File: src/rtl/irq_ctrl_if.sv
// IO-bus slave interface shared by the interrupt controller and its bus master.
// Carries the cs_/as_/rw strobes, register select, write data and registered response.
interface irq_ctrl_if;
    logic        cs_;
    logic        as_;
    logic        rw;
    logic [1:0]  addr;
    logic [31:0] wr_data;
    logic [31:0] rd_data;
    logic        rdy_;

    modport master (
        output cs_,
        output as_,
        output rw,
        output addr,
        output wr_data,
        input  rd_data,
        input  rdy_
    );

    modport slave (
        input  cs_,
        input  as_,
        input  rw,
        input  addr,
        input  wr_data,
        output rd_data,
        output rdy_
    );
endinterface

File: src/rtl/irq_ctrl.sv
// Interrupt controller: pending/mask registers, fixed-priority arbiter with ack/EOI handshake.
// Optional per-source edge mode (EDGE register at addr 3) is built when IRQ_CTRL_EDGE_EN is defined.
module irq_ctrl #(
    parameter int unsigned IRQ_NUM = 8
) (
    input  logic               clk,
    input  logic               reset,
    irq_ctrl_if.slave          bus,
    input  logic [IRQ_NUM-1:0] irq_in,
    output logic               cpu_irq,
    output logic [4:0]         cpu_irq_id,
    input  logic               cpu_ack
);

    localparam int unsigned DATA_W = 32;
    localparam int unsigned ID_W   = 5;
    localparam int unsigned PAD_W  = DATA_W - ID_W - 1;

    localparam logic       RW_READ   = 1'b1;
    localparam logic [1:0] ADDR_PEND = 2'd0;
    localparam logic [1:0] ADDR_MASK = 2'd1;
    localparam logic [1:0] ADDR_STAT = 2'd2;
    localparam logic [1:0] ADDR_EDGE = 2'd3;

    typedef enum logic [1:0] {
        ST_IDLE    = 2'd0,
        ST_REQ     = 2'd1,
        ST_SERVICE = 2'd2
    } state_e;

    state_e               state_q, state_d;
    logic [ID_W-1:0]      id_q, id_d;
    logic [IRQ_NUM-1:0]   pend_q, pend_d;
    logic [IRQ_NUM-1:0]   mask_q, mask_d;
    logic                 cpu_irq_q, cpu_irq_d;
    logic [ID_W-1:0]      cpu_irq_id_q, cpu_irq_id_d;
    logic [DATA_W-1:0]    rd_data_q, rd_data_d;
    logic                 rdy_q, rdy_d;

    logic                 acc;
    logic                 wr_acc;
    logic                 rd_acc;
    logic                 wr_pend;
    logic                 wr_mask;
    logic                 wr_stat;
    logic [IRQ_NUM-1:0]   wr_bits;
    logic [IRQ_NUM-1:0]   cap_set;
    logic [IRQ_NUM-1:0]   edge_rd;
    logic [IRQ_NUM-1:0]   req_vec;
    logic [ID_W-1:0]      low_idx;
    logic [IRQ_NUM-1:0]   id_onehot;
    logic                 id_live;
    logic [IRQ_NUM-1:0]   ack_clr;
    logic [IRQ_NUM-1:0]   w1c_clr;
    logic [DATA_W-1:0]    rd_mux;
    logic                 unused_wr_data;

    // Bus access decode: an access is any cycle with both strobes low.
    always_comb begin
        acc     = ~bus.cs_ & ~bus.as_;
        wr_acc  = acc & (bus.rw != RW_READ);
        rd_acc  = acc & (bus.rw == RW_READ);
        wr_pend = wr_acc & (bus.addr == ADDR_PEND);
        wr_mask = wr_acc & (bus.addr == ADDR_MASK);
        wr_stat = wr_acc & (bus.addr == ADDR_STAT);
        wr_bits = bus.wr_data[IRQ_NUM-1:0];
    end

    // Bits above IRQ_NUM are architecturally ignored on writes.
    assign unused_wr_data = ^bus.wr_data;

`ifdef IRQ_CTRL_EDGE_EN
    logic [IRQ_NUM-1:0] edge_q, edge_d;
    logic [IRQ_NUM-1:0] prev_q, prev_d;
    logic               wr_edge;

    always_comb begin
        wr_edge = wr_acc & (bus.addr == ADDR_EDGE);
        edge_d  = wr_edge ? wr_bits : edge_q;
        prev_d  = irq_in;
        cap_set = (irq_in & ~edge_q) | (irq_in & ~prev_q & edge_q);
        edge_rd = edge_q;
    end

    always_ff @(posedge clk) begin
        if (reset) begin
            edge_q <= '0;
            prev_q <= '0;
        end else begin
            edge_q <= edge_d;
            prev_q <= prev_d;
        end
    end
`else
    assign cap_set = irq_in;
    assign edge_rd = '0;
`endif

    // Lowest enabled pending index wins.
    always_comb begin
        req_vec = pend_q & mask_q;
        low_idx = '0;
        for (int i = int'(IRQ_NUM) - 1; i >= 0; i--) begin
            if (req_vec[i]) begin
                low_idx = ID_W'(i);
            end
        end
    end

    // Decode the latched id into a source bit; avoids indexing with a wider id.
    always_comb begin
        id_onehot = '0;
        for (int i = 0; i < int'(IRQ_NUM); i++) begin
            if (id_q == ID_W'(i)) begin
                id_onehot[i] = 1'b1;
            end
        end
        id_live = |(id_onehot & pend_q & mask_q);
    end

    // Arbiter next-state and registered CPU-side outputs.
    always_comb begin
        state_d      = state_q;
        id_d         = id_q;
        ack_clr      = '0;
        cpu_irq_d    = 1'b0;
        cpu_irq_id_d = '0;

        unique case (state_q)
            ST_IDLE: begin
                if (|req_vec) begin
                    id_d    = low_idx;
                    state_d = ST_REQ;
                end
            end
            ST_REQ: begin
                if (!id_live) begin
                    state_d = ST_IDLE;
                end else if (cpu_ack) begin
                    ack_clr = id_onehot;
                    state_d = ST_SERVICE;
                end
            end
            ST_SERVICE: begin
                if (wr_stat) begin
                    state_d = ST_IDLE;
                end
            end
            default: begin
                state_d = ST_IDLE;
            end
        endcase

        cpu_irq_d = (state_d == ST_REQ);
        if (state_d != ST_IDLE) begin
            cpu_irq_id_d = id_d;
        end
    end

    // Capture-set takes precedence over both software W1C and the ack clear.
    always_comb begin
        w1c_clr = wr_pend ? wr_bits : '0;
        pend_d  = (pend_q & ~(w1c_clr | ack_clr)) | cap_set;
        mask_d  = wr_mask ? wr_bits : mask_q;
    end

    // Register read mux and registered bus response.
    always_comb begin
        rd_mux = '0;
        unique case (bus.addr)
            ADDR_PEND: rd_mux = DATA_W'(pend_q);
            ADDR_MASK: rd_mux = DATA_W'(mask_q);
            ADDR_STAT: rd_mux = {PAD_W'(0), (state_q == ST_SERVICE), cpu_irq_id_q};
            ADDR_EDGE: rd_mux = DATA_W'(edge_rd);
            default:   rd_mux = '0;
        endcase
        rd_data_d = rd_acc ? rd_mux : '0;
        rdy_d     = ~acc;
    end

    always_ff @(posedge clk) begin
        if (reset) begin
            state_q      <= ST_IDLE;
            id_q         <= '0;
            pend_q       <= '0;
            mask_q       <= '0;
            cpu_irq_q    <= 1'b0;
            cpu_irq_id_q <= '0;
            rd_data_q    <= '0;
            rdy_q        <= 1'b1;
        end else begin
            state_q      <= state_d;
            id_q         <= id_d;
            pend_q       <= pend_d;
            mask_q       <= mask_d;
            cpu_irq_q    <= cpu_irq_d;
            cpu_irq_id_q <= cpu_irq_id_d;
            rd_data_q    <= rd_data_d;
            rdy_q        <= rdy_d;
        end
    end

    assign cpu_irq     = cpu_irq_q;
    assign cpu_irq_id  = cpu_irq_id_q;
    assign bus.rd_data = rd_data_q;
    assign bus.rdy_    = rdy_q;

endmodule

File: src/flat_wrapper.sv
// flat-port wrapper written by rule: the top's interface ports become plain ports
module irq_ctrl_flat 
#(
    parameter int unsigned IRQ_NUM = 8
)
  (clk, reset, irq_in, cpu_irq, cpu_irq_id, cpu_ack, bus_cs_, bus_as_, bus_rw, bus_addr, bus_wr_data, bus_rd_data, bus_rdy_);
  irq_ctrl_if bus_i ();
  input  logic clk;
  input  logic reset;
  input  logic [IRQ_NUM-1:0] irq_in;
  output logic cpu_irq;
  output logic [4:0] cpu_irq_id;
  input  logic cpu_ack;
  input wire logic [$bits(bus_i.cs_)-1:0] bus_cs_;
  input wire logic [$bits(bus_i.as_)-1:0] bus_as_;
  input wire logic [$bits(bus_i.rw)-1:0] bus_rw;
  input wire logic [$bits(bus_i.addr)-1:0] bus_addr;
  input wire logic [$bits(bus_i.wr_data)-1:0] bus_wr_data;
  output wire logic [$bits(bus_i.rd_data)-1:0] bus_rd_data;
  output wire logic [$bits(bus_i.rdy_)-1:0] bus_rdy_;
  assign bus_i.cs_ = bus_cs_;
  assign bus_i.as_ = bus_as_;
  assign bus_i.rw = bus_rw;
  assign bus_i.addr = bus_addr;
  assign bus_i.wr_data = bus_wr_data;
  assign bus_rd_data = bus_i.rd_data;
  assign bus_rdy_ = bus_i.rdy_;
  irq_ctrl #(.IRQ_NUM(IRQ_NUM)) u_core (.clk(clk), .reset(reset), .bus(bus_i), .irq_in(irq_in), .cpu_irq(cpu_irq), .cpu_irq_id(cpu_irq_id), .cpu_ack(cpu_ack));
endmodule
File: config.mk
export PLATFORM = sky130hd
export DESIGN_NAME = irq_ctrl_flat
export DESIGN_NICKNAME = d
export VERILOG_FILES = /design/src/rtl/irq_ctrl_if.sv /design/src/rtl/irq_ctrl.sv /design/src/flat_wrapper.sv
export SDC_FILE = /design/constraint.sdc
export NUM_CORES = 1
export LEC_CHECK = 0
export ABC_AREA = 1
export CORE_MARGIN = 4
export CORE_UTILIZATION = 45
export DETAILED_ROUTE_END_ITERATION = 16
export PLACE_DENSITY = 0.82
export RECOVER_POWER = 50
export SLEW_MARGIN = 10
export SYNTH_ARGS = -nofsm -noshare
export SYNTH_HDL_FRONTEND = slang
export SYNTH_SLANG_ARGS = --single-unit
File: constraint.sdc
create_clock -name clk -period 3.6 [get_ports clk]
set_input_delay 0.36 -clock clk [delete_from_list [all_inputs] [get_ports clk]]
set_output_delay 0.36 -clock clk [all_outputs]
set_load 0.05 [all_outputs]
==> impl_results.md, run 1 <==
* Synthesized area at 0.001991 mm2
* R2R Path End: u_core.cpu_irq_id[0]$_SDFF_PP0_
* P&R area growth vs syn at 22.63%
* Detail Placement HPWL at 3645 um
* VDD IR max at 0.0002303 V
* Critical Path End Type: flip-flop
* Synth warnings at 0
* Vias/cell at 4.853
* Clock root buffer: clkbuf_8
* Crit share post-route at 66.21%
* Worst reg2reg setup slack at 1.70 ns
* Setup repair bufs after CTS at 0
* Final hold vios at 0
* Comb pwr share at 13.6%
* Drt total wl at 4697 um
* RSZ-0062 raised after global routing: no
* Final Critical Period at 2.384 ns
* Post-route DRC violation count at 0
* Initial antenna violation count at 0
* Initial core utilization at 48.04%
* Pin count of the biggest net entering global routing at 16
* Met2 Usage GRT at 28.68%
* Power, Total at 1.020 mW
* M3 GR Usage at 5.811%
* Pre-antenna DRT Iters at 6
* Post-CTS sizing at 0
* FP Rows at 23
* Fillers at 391
* Slowest CP cell: dlygate4sd3_1
* Crit path from: bus_addr[0]
* MaxCap Viol Count at 0
* CTS Buf Count at 5
* Routed Antenna Nets at 0
* Crit path DAT at 2.55 ns
* Clock buffer depth at 2
* Status: completed
* Setup crit end: u_core.mask_q[3]$_SDFFE_PP0P_
* Yosys cell types at 24
* Final net count at 372
* Core area at 0.004144 mm2
* CP required at 3.77 ns
* Critical R2R Launch: u_core.id_q[2]$_SDFF_PP0_
* Setup Viol. Count Final at 0
* Vias in the first global route at 1,734
* CTS sink cnt at 38
* Worst Path Max Fanout at 9
* Mean Syn Cell Area at 7.084 um2
* Reg2Reg Depth at 11
* Clock edge transition at the registers on the reported setup and hold paths at 0.07 ns
* Hold Path Class: reg -> reg
* Initial drt markers at 121
* Worst Skew at 0.005043 ns
* Worst-Skew Late Latency at 0.29 ns
* Worst-margin pin slew at 0.6095 ns
* Lkg Pwr at 1.209 nW
* Cells after Synth at 281
* Cell internal pwr at 0.7652 mW
* Fmax at 419.5 MHz
* Synth cell count leaders: nand2_1, nor2_1, dfxtp_1, inv_1, buf_4
* Die ar. at 0.005552 mm2
* GR Util met1 at 23.10%
* GRT busiest layer: met2
* Setup TNS at 0 ns
* WP buf/inv at 4
* Fin. max-slew vios at 0
* I/O pins at 87
* CP Depth at 8
* WL per Instance at 12.53 um
* Port Buffers at 38
* Setup Crit Path Kind: in -> reg
* Die height at 74.51 um
* Final weighted congestion in routability-driven placement at 0.9824
* Vias at 1,820
* Worst-path cell chain: dlygate4sd3_1 > inv_1 > nor2_1 > inv_1 > nor2_1 > inv_1 > o21ai_0 > a21oi_1
* Most frequent CP cell: inv_1
* Post-synth top area share at 38.21%
* Clock tree from TritonCTS: yes
* Slew Limit Headroom at 59.23%
* Crit path launch type: input pin
* Synth async-reset ratio at 0%
* CTS Hold Bufs at 0
* Delay-heaviest family, CP: buffers and inverters
* Chip Width at 74.51 um
* Crit-path max cell delay at 0.57 ns
* Flop pwr share at 43.0%
* Global Route Usage Sum at 18.15%
* Sw Ratio at 24.96%
* Most common cell in the netlist: nand2_1
* Fraction of layout cells with a size suffix above 1 at 8.615%
* Reg area at 760.7 um2
* Grt total ovfl at 0
* Register area share after synthesis at 38.21%
* P per Cell Area at 417.7 mW/mm2
* # diodes at 0
* H-Tree Depth at 2
* Global-route wire length before repair at 7721 um
* Area occupied by multi-input gates at 944.7 um2
* Leading area contributor after synthesis: dfxtp_1
* Number of synthesized flops with an enable pin at 0
* Top FF cell, synth: dfxtp_1
* Yosys reg bits at 38
* Net Switching at 0.2545 mW
* Clock power share at 43.5%
* Synth area leaders: dfxtp_1, nand2_1, buf_4
flip-flops by register name, summed over array words and instances (netlist names):
name and flops:
u_core.id_q 5, u_core.bus.rd_data 8, u_core.cpu_irq 1, u_core.state_q 2
u_core.pend_q 8, u_core.cpu_irq_id 5, u_core.mask_q 8, u_core.bus.rdy_ 1
final cells by class:
type / instances / area share [%]
tap: 50 / 2.563
clock inverter: 2 / 2.460
inverter: 40 / 6.151
clock buffer: 6 / 3.383
sequential: 38 / 31.16
multi-input combinational: 201 / 38.70
timing repair buffer: 38 / 15.58
worst min path at each step:
stage / from / end / depth (start not counted)
floorplan: reset / u_core.id_q[0]$_SDFF_PP0_ / 1
global placement: u_core.mask_q[3]$_SDFFE_PP0P_ / u_core.mask_q[3]$_SDFFE_PP0P_ / 2
detailed placement: u_core.mask_q[7]$_SDFFE_PP0P_ / u_core.bus.rd_data[7]$_SDFF_PP0_ / 2
CTS: u_core.pend_q[6]$_SDFF_PP0_ / u_core.bus.rd_data[6]$_SDFF_PP0_ / 2
global route: u_core.mask_q[6]$_SDFFE_PP0P_ / u_core.bus.rd_data[6]$_SDFF_PP0_ / 2
finish: u_core.mask_q[7]$_SDFFE_PP0P_ / u_core.bus.rd_data[7]$_SDFF_PP0_ / 2
routing by layer:
| metal | vias to the layer above | routed length (um) |
|---|---|---|
| met4 | 0 | 64 |
| met1 | 816 | 1995 |
| met2 | 75 | 2221 |
| li1 | 921 | - |
| met5 | - | 0 |
| met3 | 8 | 416 |
worst min-delay path: stages (launching register included):
cell and delay [ns]:
dfxtp_1 0.33, nand2_1 0.07, a21oi_1 0.05
cell usage in the layout, fill, tap and decap left out, types with 6 or more instances in the layout:
master,instances
dlygate4sd3_1,10
nor2_1,43
a21oi_1,18
clkdlybuf4s50_1,28
nand3_1,15
o21ai_0,11
a21boi_0,6
inv_1,38
nand2_1,55
nor2_2,7
conb_1,24
clkbuf_8,6
dfxtp_1,38
power by group through the flow:
stage	Sequential [mW]	Clock (mW)	Combinational, mW
finish	0.438	0.443	0.138
global placement	0.447	0	0.139
CTS	0.438	0.454	0.141
floorplan	0.451	0	0.116
global route	0.439	0.473	0.149
detailed placement	0.448	0	0.140
metrics by stage:
| step | utilization, % | hold WS (ns) | area (um2) | setup WS [ns] | cells |
|---|---|---|---|---|---|
| final | 58.91 | 0.4897 | 2441 | 1.216 | 375 |
| after global routing | 58.91 | 0.5265 | 2441 | 1.029 | 375 |
| after CTS | 59.81 | 0.4912 | 2479 | 1.681 | 375 |
| after detailed placement | 56.37 | 0.4763 | 2336 | 1.399 | 367 |
| after global placement | 56.37 | 0.4621 | 2336 | 1.416 | 367 |
| after floorplan | - | 0.4324 | 2077 | 2.285 | 304 |
cell families after synthesis:
family                 synth area share, %
flip-flops                           38.21
other                               0.1884
AND/OR/NAND/NOR                      30.67
buffers and inverters                16.78
AO/OA/AOI/OAI                        14.14
Note: power is estimated with default switching activity, not from simulation.
==> run 2: changes to the inputs <==
Settings changed: CORE_UTILIZATION 45 to 42, PLACE_DENSITY 0.82 to 0.77.
Clock period 3.6 ns to 2.4 ns, I/O delays scaled along.
==> run 2 against run 1 <==
Effect of this change: cell count increased by 1.3%; combinational power rose by 54%; sequential cell count unchanged; largest cell class unchanged; largest power group is now registers; highest routed layer unchanged.
==> impl_results.md, run 2 (synthesized netlist as in run 1, its figures left out) <==
* Status: completed
* Global-route wire length before repair at 8059 um
* Worst-path cell chain: nor2_4 > nand2_2 > nor2_1 > nand2_1 > nand2_1 > nor2_2 > nand2_1 > nand2_4 > nand2_4 > nand2_1 > a21oi_2
* Fmax at 540.6 MHz
* FP Rows at 24
* Grt total ovfl at 0
* CP required at 2.62 ns
* Worst Skew at 0.008749 ns
* Top sig layer: met4
* Commonest non-fill, non-tap cell in the layout: nand2_1
* Detail Placement HPWL at 3665 um
* Final hold vios at 0
* Slew Limit Headroom at 66.41%
* VDD IR max at 0.0003268 V
* Worst-margin pin slew at 0.5023 ns
* Vias at 1,793
* Initial core utilization at 44.49%
* Hold Path Class: reg -> reg
* H-Tree Depth at 2
* P&R area growth vs syn at 22.19%
* Setup repair bufs after CTS at 0
* Final Critical Period at 1.850 ns
* WP buf/inv at 0
* Final weighted congestion in routability-driven placement at 0.9243
* Routed Antenna Nets at 0
* Critical Path End Type: flip-flop
* Fraction of layout cells with a size suffix above 1 at 10.37%
* Post-route DRC violation count at 0
* Vias in the first global route at 1,770
* Min Hold Slack at 0.4940 ns
* Initial drt markers at 141
* Crit share post-route at 77.08%
* CTS Hold Bufs at 0
* P per Cell Area at 545.8 mW/mm2
* Met1 WL at 2000 um
* Core area at 0.004474 mm2
* Delay-heaviest family, CP: simple AND/OR/NAND/NOR gates
* Post-CTS sizing at 0
* Crit path launch type: flip-flop
* Clock tree from TritonCTS: yes
* Final std cells w/o fill at 380
* WL per Instance at 12.11 um
* CTS Buf Count at 5
* RSZ-0062 raised after global routing: no
* Worst Path Max Fanout at 10
* Drt total wl at 4601 um
* Clock buffer depth at 2
* Setup TNS at 0 ns
* Crit-path max cell delay at 0.36 ns
* # diodes at 0
* Most frequent cells in the layout: nand2_1, nor2_1, inv_1, dfxtp_1, clkdlybuf4s50_1
* Die ar. at 0.005905 mm2
* Global Route Usage Sum at 16.79%
* Setup Crit Path Kind: reg -> reg
* Clock root buffer: clkbuf_8
* Worst reg2reg setup slack at 0.55 ns
* Slowest CP cell: dfxtp_1
* Final net count at 375
* Pre-antenna DRT Iters at 4
* Dpl cells at 372
* I/O pins at 87
* MaxCap Viol Count at 0
* CTS sink cnt at 38
* Port Buffers at 38
* Most frequent CP cell: nand2_1
* Met2 WL at 2247 um
* Initial antenna violation count at 0
* Worst-Skew Late Latency at 0.29 ns
* Die height at 76.85 um
* Lkg Pwr at 1.174 nW
* Pin count of the biggest net entering global routing at 15
* Setup Viol. Count Final at 0
* Clock edge transition at the registers on the reported setup and hold paths at 0.07 ns
* Crit path DAT at 2.07 ns
* Vias/cell at 4.718
* Fin. max-slew vios at 0
* Chip Width at 76.85 um
* WL met3 at 297 um
==> run 2: cell count changes in the layout (fill, tap and decap cells not counted), sizes merged <==
cell           change
buf                +2
dlygate4sd3        -9
clkinv             +1
clkbuf             +1
clkdlybuf4s50      +9
clkinvlp           +1
bufinv             -2
==> run 2: metrics by stage <==
stage                     area, um2  power, mW  worst slack, ns  utilization (%)
final                          2432      1.328           0.5501            54.36
after global placement         2361     0.8832           0.5405            52.77
after detailed placement       2361     0.8859           0.4996            52.77
after floorplan                2077     0.8501            1.085                -
after CTS                      2456      1.337           0.6549            54.89
after global routing           2432      1.379           0.3479            54.36
==> run 2: final timing paths <==
kind | start | end | cells after the start
max | u_core.id_q[2]$_SDFF_PP0_ | u_core.cpu_irq_id[4]$_SDFF_PP0_ | 11
min reg2reg | u_core.mask_q[3]$_SDFFE_PP0P_ | u_core.mask_q[3]$_SDFFE_PP0P_ | 2
max reg2reg | u_core.id_q[2]$_SDFF_PP0_ | u_core.cpu_irq_id[4]$_SDFF_PP0_ | 11
min | u_core.mask_q[3]$_SDFFE_PP0P_ | u_core.mask_q[3]$_SDFFE_PP0P_ | 2
==> run 2: worst reg2reg max path, stage by stage (launching register included) <==
cell     delay (ns)
dfxtp_1        0.36
nor2_4         0.13
nand2_2        0.09
nor2_1         0.16
nand2_1        0.08
nand2_1        0.07
nor2_2         0.04
nand2_1        0.29
nand2_4        0.08
nand2_4        0.06
nand2_1        0.22
a21oi_2        0.21
==> run 2: routing by layer <==
layer	up-vias	global-route usage, %
met1	793	21.23
met5	-	0
met4	0	3.804
li1	921	-
met2	68	28.83
met3	11	3.981
==> run 2: cell type report <==
class / instances / area (um2)
clock inverter: 2 / 12.51
tap: 52 / 65.06
inverter: 40 / 150.1
timing repair buffer: 41 / 399.1
multi-input combinational: 201 / 962.2
sequential: 38 / 760.7
fill: 451 / 2042
clock buffer: 6 / 82.58
==> run 2: power by group <==
group / internal (mW) / total (mW) / leakage (nW) / switching, mW
logic: 0.0618 / 0.212 / 0.817 / 0.151
registers: 0.646 / 0.657 / 0.309 / 0.0110
clock network: 0.231 / 0.458 / 0.0472 / 0.227
==> run 3: changes to the inputs <==
Clock period 2.4 ns to 1.8 ns, I/O delays scaled along.
==> run 3 against run 2 <==
Effect of this change: sequential share of layout area decreased by 0.46 points; critical path depth decreased by 10; power increased by 34%; register-to-register slack got worse by 0.30 ns; sequential power increased by 33%; count of clock-buffer cells in the layout unchanged; wire length increased by 1.6%; clock skew decreased by 0.0053 ns; critical path type is now reg -> out.
==> impl_results.md, run 3 (synthesized netlist as in run 1, its figures left out) <==
* Status: completed
* FP Rows at 24
* Detail Placement HPWL at 3760 um
* RSZ-0062 raised after global routing: no
* Slew Limit Headroom at 65.86%
* CTS sink cnt at 38
* Pin count of the biggest net entering global routing at 13
* Setup Crit Path Kind: reg -> out
* VDD IR max at 0.0003853 V
* Critical Path End Type: primary output
* Dpl cells at 376
* Worst Path Max Fanout at 2
* Post-route DRC violation count at 0
* Worst Hold Path EP: u_core.pend_q[0]$_SDFF_PP0_
* Slowest CP cell: clkdlybuf4s50_1
* Pre-antenna DRT Iters at 4
* Fraction of layout cells with a size suffix above 1 at 10.84%
* Crit path DAT at 1.50 ns
* Vias at 1,818
* Hold path cells at 3
* Crit path launch type: flip-flop
* Clock tree from TritonCTS: yes
* Vias/cell at 4.734
* Drt total wl at 4676 um
* Fillers at 445
* Power, Total at 1.785 mW
* Die height at 76.85 um
* H-Tree Depth at 2
* WP buf/inv at 1
* Commonest non-fill, non-tap cell in the layout: nand2_1
* Setup repair bufs after CTS at 0
* Global-route wire length before repair at 7866 um
* Reg2Reg Depth at 8
* Fin. max-slew vios at 0
* Crit share post-route at 93.49%
* Hold Path Class: in -> reg
* Final hold vios at 0
* Clock root buffer: clkbuf_8
* Initial core utilization at 44.49%
* Routed Antenna Nets at 0
* Setup WS post-layout at 0.1172 ns
* Worst-path cell chain: clkdlybuf4s50_1
* Critical R2R Launch: u_core.pend_q[7]$_SDFF_PP0_
* Setup TNS at 0 ns
* Vias in the first global route at 1,712
* CP required at 1.62 ns
* Worst reg2reg setup slack at 0.25 ns
* Clock buffer depth at 2
* Worst slack at placement at 0.1329 ns
* Worst-Skew Late Latency at 0.30 ns
* Lkg Pwr at 1.196 nW
* Chip Width at 76.85 um
* R2R Path End: u_core.id_q[0]$_SDFF_PP0_
* WL per Instance at 12.18 um
* Setup Viol. Count Final at 0
* Port Buffers at 38
* MaxCap Viol Count at 0
* Core area at 0.004474 mm2
* Clock edge transition at the registers on the reported setup and hold paths at 0.08 ns
* I/O pins at 87
* Delay-heaviest family, CP: buffers and inverters
* Initial antenna violation count at 0
* Post-CTS sizing at 0
* Final net count at 379
* CTS Buf Count at 5
* Global Route Usage Sum at 16.61%
* Worst-margin pin slew at 0.5105 ns
* Final std cells w/o fill at 384
* Initial drt markers at 124
* # diodes at 0
* Final Critical Period at 1.683 ns
* CTS Hold Bufs at 0
* P&R area growth vs syn at 24.01%
* Final weighted congestion in routability-driven placement at 0.9385
* P per Cell Area at 723.0 mW/mm2
* Die ar. at 0.005905 mm2
* Placed inst area at 0.002391 mm2
* Grt total ovfl at 0
* Design area at 0.002469 mm2
* Hold_sp: irq_in[0]
* Worst Skew at 0.003428 ns
* Crit-path max cell delay at 0.83 ns
* Fmax at 594.3 MHz
* Most frequent cells in the layout: nand2_1, nor2_1, inv_1
-- run 3: cell count changes in the layout (fill, tap and decap cells not counted) --
cell / delta
buf_4: +3
nand2_1: -3
nor2_1: +3
nor2_2: -3
nand2_4: +2
clkbuf_1: +1
clkdlybuf4s50_1: -1
dlygate4sd3_1: +1
inv_1: +1
inv_2: -1
nand2_2: +1
-- run 3: cell type report --
| cell class | instances | area (um2) | area share (%) |
|---|---|---|---|
| Clock buffer | 6 | 82.58 | 3.345 |
| Clock inverter | 2 | 12.51 | 0.5068 |
| Inverter | 40 | 150.1 | 6.082 |
| Multi-Input combinational cell | 201 | 972.2 | 39.38 |
| Sequential cell | 38 | 760.7 | 30.82 |
| Tap cell | 52 | 65.06 | 2.636 |
| Timing Repair Buffer | 45 | 425.4 | 17.23 |
-- run 3: worst max path at each step --
stage                                          from                              end  depth (start not counted)
global route        u_core.cpu_irq_id[2]$_SDFF_PP0_                    cpu_irq_id[2]                          1
CTS                 u_core.cpu_irq_id[2]$_SDFF_PP0_                    cpu_irq_id[2]                          1
finish              u_core.cpu_irq_id[2]$_SDFF_PP0_                    cpu_irq_id[2]                          1
global placement                        bus_addr[1]      u_core.pend_q[4]$_SDFF_PP0_                          7
floorplan                 u_core.id_q[4]$_SDFF_PP0_  u_core.cpu_irq_id[2]$_SDFF_PP0_                         11
detailed placement                          bus_as_      u_core.pend_q[4]$_SDFF_PP0_                          7
-- run 3: per-stage QoR --
stage               utilization [%]  hold slack, ns
finish                        55.17          0.4725
global route                  55.17          0.4879
detailed placement            53.44          0.4625
global placement              53.44          0.4592
floorplan                         -          0.2524
CTS                           55.56          0.4690
-- run 3: where the power goes --
group	switching [mW]	internal, mW
Clock	0.311	0.308
Combinational	0.204	0.0867
Sequential	0.0144	0.862
Total	0.528	1.26
-- run 3: routing by layer --
| layer | track usage (%) | up-vias | part of all wire (%) |
|---|---|---|---|
| li1 | - | 935 | - |
| met1 | 21.22 | 815 | 43 |
| met2 | 27.35 | 63 | 49 |
| met3 | 4.684 | 5 | 7.1 |
| met4 | 4.529 | 0 | 0.73 |
| met5 | 0 | - | 0 |
